--- src/rtl/return_addr_stack.sv ---
// Circular return-address stack: push on call, pop on return, registered pop result.
// Deep recursion overwrites the oldest entry; sticky flags record overflow/underflow.
module return_addr_stack #(
  parameter int ADDR_W = 8,
  parameter int DEPTH  = 8
) (
  input  logic                       clk,
  input  logic                       reset,
  input  logic                       stall,
  input  logic                       flush,
  input  logic                       push,
  input  logic [ADDR_W-1:0]          push_addr,
  input  logic                       pop,
  input  logic                       clr_err,
  output logic [ADDR_W-1:0]          ret_addr,
  output logic                       ret_valid,
  output logic [ADDR_W-1:0]          top_addr,
  output logic [$clog2(DEPTH):0]     count,
  output logic                       empty,
  output logic                       full,
  output logic                       overflow,
  output logic                       underflow
);

  localparam int PW = $clog2(DEPTH);
  localparam int CW = PW + 1;

  logic [ADDR_W-1:0] mem_r [DEPTH];
  logic [PW-1:0]     ptr_r;
  logic [CW-1:0]     count_r;
  logic [ADDR_W-1:0] ret_addr_r;
  logic              ret_valid_r;
  logic              overflow_r;
  logic              underflow_r;

  logic [PW-1:0]     ptr_s;
  logic [CW-1:0]     count_s;
  logic [ADDR_W-1:0] ret_addr_s;
  logic              ret_valid_s;
  logic              overflow_s;
  logic              underflow_s;
  logic              set_ovf_s;
  logic              set_unf_s;
  logic              wr_en_s;
  logic [PW-1:0]     wr_idx_s;
  logic [ADDR_W-1:0] top_s;
  logic              is_empty_s;
  logic              is_full_s;

  assign is_empty_s = (count_r == {CW{1'b0}});
  assign is_full_s  = (count_r == CW'(DEPTH));
  assign top_s      = mem_r[ptr_r];

  // Next-state decode: flush beats stall beats push/pop.
  always_comb begin
    ptr_s       = ptr_r;
    count_s     = count_r;
    ret_addr_s  = ret_addr_r;
    ret_valid_s = 1'b0;
    set_ovf_s   = 1'b0;
    set_unf_s   = 1'b0;
    wr_en_s     = 1'b0;
    wr_idx_s    = ptr_r;
    if (flush) begin
      count_s = {CW{1'b0}};
    end else if (stall) begin
      ptr_s = ptr_r;
    end else if (pop) begin
      ret_valid_s = 1'b1;
      if (!is_empty_s) begin
        ret_addr_s = top_s;
        if (push) begin
          // Return then call: replace the top in place, depth unchanged.
          wr_en_s  = 1'b1;
          wr_idx_s = ptr_r;
        end else begin
          ptr_s   = ptr_r - PW'(1);
          count_s = count_r - CW'(1);
        end
      end else begin
        ret_addr_s = {ADDR_W{1'b0}};
        set_unf_s  = 1'b1;
        if (push) begin
          ptr_s    = ptr_r + PW'(1);
          wr_en_s  = 1'b1;
          wr_idx_s = ptr_r + PW'(1);
          count_s  = CW'(1);
        end else begin
          ptr_s = ptr_r;
        end
      end
    end else if (push) begin
      ptr_s    = ptr_r + PW'(1);
      wr_en_s  = 1'b1;
      wr_idx_s = ptr_r + PW'(1);
      if (is_full_s) begin
        set_ovf_s = 1'b1;
      end else begin
        count_s = count_r + CW'(1);
      end
    end else begin
      ptr_s = ptr_r;
    end
  end

  // Sticky flags: a same-cycle set takes precedence over clr_err.
  always_comb begin
    overflow_s  = overflow_r;
    underflow_s = underflow_r;
    if (set_ovf_s) begin
      overflow_s = 1'b1;
    end else if (clr_err) begin
      overflow_s = 1'b0;
    end else begin
      overflow_s = overflow_r;
    end
    if (set_unf_s) begin
      underflow_s = 1'b1;
    end else if (clr_err) begin
      underflow_s = 1'b0;
    end else begin
      underflow_s = underflow_r;
    end
  end

  // Control state and registered outputs.
  always_ff @(posedge clk or negedge reset) begin
    if (!reset) begin
      ptr_r       <= {PW{1'b0}};
      count_r     <= {CW{1'b0}};
      ret_addr_r  <= {ADDR_W{1'b0}};
      ret_valid_r <= 1'b0;
      overflow_r  <= 1'b0;
      underflow_r <= 1'b0;
    end else begin
      ptr_r       <= ptr_s;
      count_r     <= count_s;
      ret_addr_r  <= ret_addr_s;
      ret_valid_r <= ret_valid_s;
      overflow_r  <= overflow_s;
      underflow_r <= underflow_s;
    end
  end

  // Entry storage; deliberately not reset, count alone defines what is live.
  always_ff @(posedge clk) begin
    if (wr_en_s) begin
      mem_r[wr_idx_s] <= push_addr;
    end
  end

  assign ret_addr  = ret_addr_r;
  assign ret_valid = ret_valid_r;
  assign top_addr  = is_empty_s ? {ADDR_W{1'b0}} : top_s;
  assign count     = count_r;
  assign empty     = is_empty_s;
  assign full      = is_full_s;
  assign overflow  = overflow_r;
  assign underflow = underflow_r;

endmodule
--- config.mk ---
export PLATFORM = sky130hd
export DESIGN_NAME = return_addr_stack
export DESIGN_NICKNAME = d
export VERILOG_FILES = /design/src/rtl/return_addr_stack.sv
export SDC_FILE = /design/constraint.sdc
export NUM_CORES = 1
export LEC_CHECK = 0
export ABC_CLOCK_PERIOD_IN_PS = 4190
export CAP_MARGIN = 25
export CORE_MARGIN = 4
export CORE_UTILIZATION = 56
export CTS_CLUSTER_DIAMETER = 100
export DETAILED_ROUTE_END_ITERATION = 7
export PLACE_DENSITY = 0.79
export SLEW_MARGIN = 20
export SYNTH_ARGS = -nofsm -noshare
export SYNTH_HDL_FRONTEND = slang
export SYNTH_SLANG_ARGS = --single-unit
--- constraint.sdc ---
create_clock -name clk -period 4.19 [get_ports clk]
set_clock_uncertainty 0.2 [all_clocks]
set_input_delay 0.419 -clock clk [delete_from_list [all_inputs] [get_ports clk]]
set_output_delay 0.419 -clock clk [all_outputs]
set_load 0.02 [all_outputs]
==> results.md <==
Critical path:
- The critical register-to-register path endpoint is mem_r[7][3].
- The delay contributed by the slowest stage of the critical path is 0.63 ns.
- The largest individual stage delay along the critical path comes from the cell sky130_fd_sc_hd__clkdlybuf4s50_1.
- The origin of the critical flop-to-flop path is count[0].
- The type of the worst setup path is flip-flop to output port.
- Grouping stages by cell kind, the critical path spends the most delay in buffers and inverters.
- The largest driver fanout on the critical path is 12.
- At the worst endpoint, the required time is 3.57 ns.
- The kind of start point of the critical path is a flip-flop.
- The depth of the worst register-to-register path is 8.
- The worst setup path is captured at an output port.
- The worst-case register-to-register setup slack is 1.20 ns.
- The critical path goes through inv_1, ha_1, or3b_1, clkinv_2, a21oi_1, and3_1, clkdlybuf4s50_1.
- For the worst setup path, the data arrival time is 2.83 ns.
- Counting both buffers and inverters, the worst setup path holds a total of 3.

Yosys:
- Counting every instance in the synthesized netlist gives 252.
- For this run, the number of Yosys warnings is 0.
- The mapped netlist covers 3600 sq um.
- The prevailing post-synth register cell is sky130_fd_sc_hd__edfxtp_1.
- The share of synthesized area occupied by flip-flops and latches is 0.659.
- The average instance area after synthesis is 14.3 sq um.
- The number of enable-type register cells in the synthesized netlist is 64.
- The synthesized design contains 82 register bits.
- The total nets after synthesis is 271.
- In this run, distinct cell masters in the synthesized netlist total 45.
- The fraction of registers with async set or reset after synthesis is 0.220.

Placed design:
- Timing analysis after detailed placement gives a worst setup slack of 1.00 ns.
- During placement, the flow inserted port buffers numbering 39.
- The HPWL reported at the end of detailed placement is 4620 um.
- At the end of routability-driven placement, the weighted congestion stood at 0.856.

STA:
- Headroom to the max-slew limit came out at 0.323.
- The final-report max-slew violation count came to 0.
- The achievable clock frequency is 290 MHz.
- Setup repair after global routing left no endpoint under its margin.
- Setup violations remaining at the end of the flow were counted as 0.
- Subtracting the final worst setup slack from the clock period gives 3.45 ns.
- Once routing completed, OpenROAD measured the worst setup slack at 0.743 ns.
- In the finished design, the share of the clock period the worst path needs comes to 0.823.
- The setup TNS is 0 ns.
- The total count of hold-check failures in the final report is 0.
- For the pin with the worst max-slew slack, the measured transition is 1.02 ns.

Clocking:
- The CTS tree is done.
- The latest clock arrival within the worst-skew pair is 0.35 ns.
- Clock-pin slew was measured on the worst setup and hold paths at 0.08 ns.
- The number of buffers inserted for hold repair after clock tree synthesis is 0.
- The tree is rooted in a sky130_fd_sc_hd__clkbuf_8.
- The number of gates resized after CTS is 0.
- The clock net sink count is 82.
- The longest clock path from root to sink contains 2 buffers.
- The buffer count from post-CTS setup fixing is 0.
- The H-tree depth reported by CTS is 3.
- The number of buffers added by the clock tree synthesis step is 9.

Detailed routing:
- The routed length per instance is 16.8 um.
- Before antenna repair, the detailed router went through 4 iterations.
- The final route contains 2207 vias.
- Using the TritonRoute via totals, the vias-per-cell ratio works out to 5.84.
- The number of remaining DRC errors is 0.
- The detail route stage leaves a number of antenna-violating nets equal to 0.
- The number of DRC markers in iteration 0 is 123.
- The total wire length after detailed routing is 6340 um.

Final layout:
- The area growth from synthesis to layout is 19.6%.
- The share of post-route cells with drive strength above 1 is 0.132.
- The final core utilization is 0.707.
- The leading cell type in the layout, fill and taps excluded is sky130_fd_sc_hd__edfxtp_1.
- The number of fill cells is 421.
- After the last flow step, the layout net total stands at 317.
- 0 antenna diodes ended up in the layout.
- The library cells used most frequently in the layout, excluding fill and tap cells, are sky130_fd_sc_hd__edfxtp_1, sky130_fd_sc_hd__clkdlybuf4s50_1, sky130_fd_sc_hd__mux2i_1, sky130_fd_sc_hd__dfrtp_1.

Global routing:
- For this run the aggregate overflow at the end of global routing stands at 0.
- The global-route wire length before repair is 10200 um.
- The combined global-route utilization of all metal layers is 0.178.
- Entering global routing, the biggest net connects 39 pins.
- The number of antenna violations at the first check in global routing is 0.
- The via count of the first global-routing pass is 2042.

Floorplanning:
- For this configuration, the core starts out at a cell density of 0.591.
- The die width is 88.2 um.
- The die covers 7780 sq um.
- The top-level I/O count is 40.
- The height of the die is 88.2 um.
- The number of rows in the core area is 28.
- The area inside the core boundary is 6100 sq um.

Hold path:
- The origin of the worst min-delay path is ret_addr[2].
- The worst hold path stage count is 1.
- The worst hold path endpoint is ret_addr[2].
- The path class of the tightest hold or removal check is flip-flop to flip-flop.

Power:
- The overall power consumption is 2.43 mW.
- The maximum vdd drop is 0.370 mV.
- The power density normalized to cell area is 565 nW/um^2.
- The cell leakage power is 1.69 nW.

Status:
- The flow ran to the end, and the final reports show no timing, DRC or antenna violations.

Flow run:
- The number of maximum-capacitance violations is 0.
[worst register-to-register path, cell delays in order, from the launching register on]
cell                       delay [ns]
sky130_fd_sc_hd__dfrtp_1         0.43
sky130_fd_sc_hd__inv_1           0.09
sky130_fd_sc_hd__ha_1            0.28
sky130_fd_sc_hd__or3b_1          0.42
sky130_fd_sc_hd__clkinv_2        0.26
sky130_fd_sc_hd__o21ai_0         0.31
sky130_fd_sc_hd__nand4_1         0.25
sky130_fd_sc_hd__nor3_1          0.25
sky130_fd_sc_hd__buf_4           0.22
[area by class of cell]
cell class	instances	area (sq um)	share of cell area
Clock buffer	9	124	0.0288
Clock inverter	7	105	0.0244
Inverter	11	42.5	0.00988
Multi-Input combinational cell	147	1120	0.260
Sequential cell	82	2370	0.551
Tap cell	75	93.8	0.0218
Timing Repair Buffer	47	450	0.105
[flip-flops by register name (all words and copies together), names as in the netlist]
| register | flops |
|---|---|
| count | 4 |
| ret_addr | 8 |
| mem_r | 64 |
| ret_valid | 1 |
| underflow | 1 |
| overflow | 1 |
| ptr_r | 3 |
[worst max path at each step]
stage	end	cells past startpoint	slack (ns)	startpoint
2_1_floorplan	mem_r[4][0]	7	1.08	count[0]
3_3_place_gp	mem_r[5][0]	6	1.06	push
3_5_place_dp	mem_r[5][0]	6	1.00	push
4_1_cts	top_addr[1]	7	0.75	count[0]
5_1_grt	top_addr[5]	7	0.52	count[0]
6_report	top_addr[1]	7	0.74	count[0]
[logic make-up after synthesis]
| logic type | share of synthesized area |
|---|---|
| XOR/XNOR | 0.00973 |
| AND/OR/NAND/NOR | 0.0809 |
| multiplexers | 0.123 |
| flip-flops | 0.659 |
| buffers and inverters | 0.0309 |
| adder cells (fa/ha/maj) | 0.0139 |
| AO/OA/AOI/OAI | 0.0834 |
[synth_stat cells, drive strengths merged (2+ instances only)]
master | number | share of area
edfxtp | 64 | 0.53
mux2i | 34 | 0.094
dfrtp | 18 | 0.13
a21oi | 12 | 0.018
nand2 | 11 | 0.011
inv | 10 | 0.010
buf | 9 | 0.016
mux2 | 9 | 0.028
nor3 | 9 | 0.013
a22oi | 8 | 0.017
and3 | 8 | 0.014
nor2b | 5 | 0.0087
o21ai | 5 | 0.0069
ha | 4 | 0.014
nand3 | 4 | 0.0056
nor2 | 4 | 0.0042
a21o | 3 | 0.0063
clkbuf | 3 | 0.0031
o31ai | 3 | 0.0063
or3 | 3 | 0.0052
xnor2 | 3 | 0.0073
and2 | 2 | 0.0035
nand4 | 2 | 0.0035
nand4b | 2 | 0.0049
o22ai | 2 | 0.0035
or3b | 2 | 0.0049
[layer usage]
metal | global-route usage | vias to the layer above | share of wire
met5 | 0 | - | 0
li1 | - | 1066 | -
met4 | 0.0632 | 0 | 0.015
met2 | 0.271 | 72 | 0.46
met3 | 0.0461 | 10 | 0.059
met1 | 0.249 | 1059 | 0.47
[metrics by stage]
step	cell area (sq um)	std cells	hold slack, ns
floorplan	3600	252	-0.0766
global placement	4080	362	0.289
detailed placement	4080	362	0.294
CTS	4310	378	0.314
global route	4310	378	0.330
finish	4310	378	0.309
[where the power goes]
part | leakage, nW | total (mW) | internal [mW] | switching (mW)
Sequential | 0.808 | 1.06 | 0.952 | 0.109
Clock | 0.113 | 0.641 | 0.346 | 0.295
Combinational | 0.772 | 0.732 | 0.353 | 0.380
Total | 1.69 | 2.43 | 1.65 | 0.784
(Power assumes the default switching activity.)
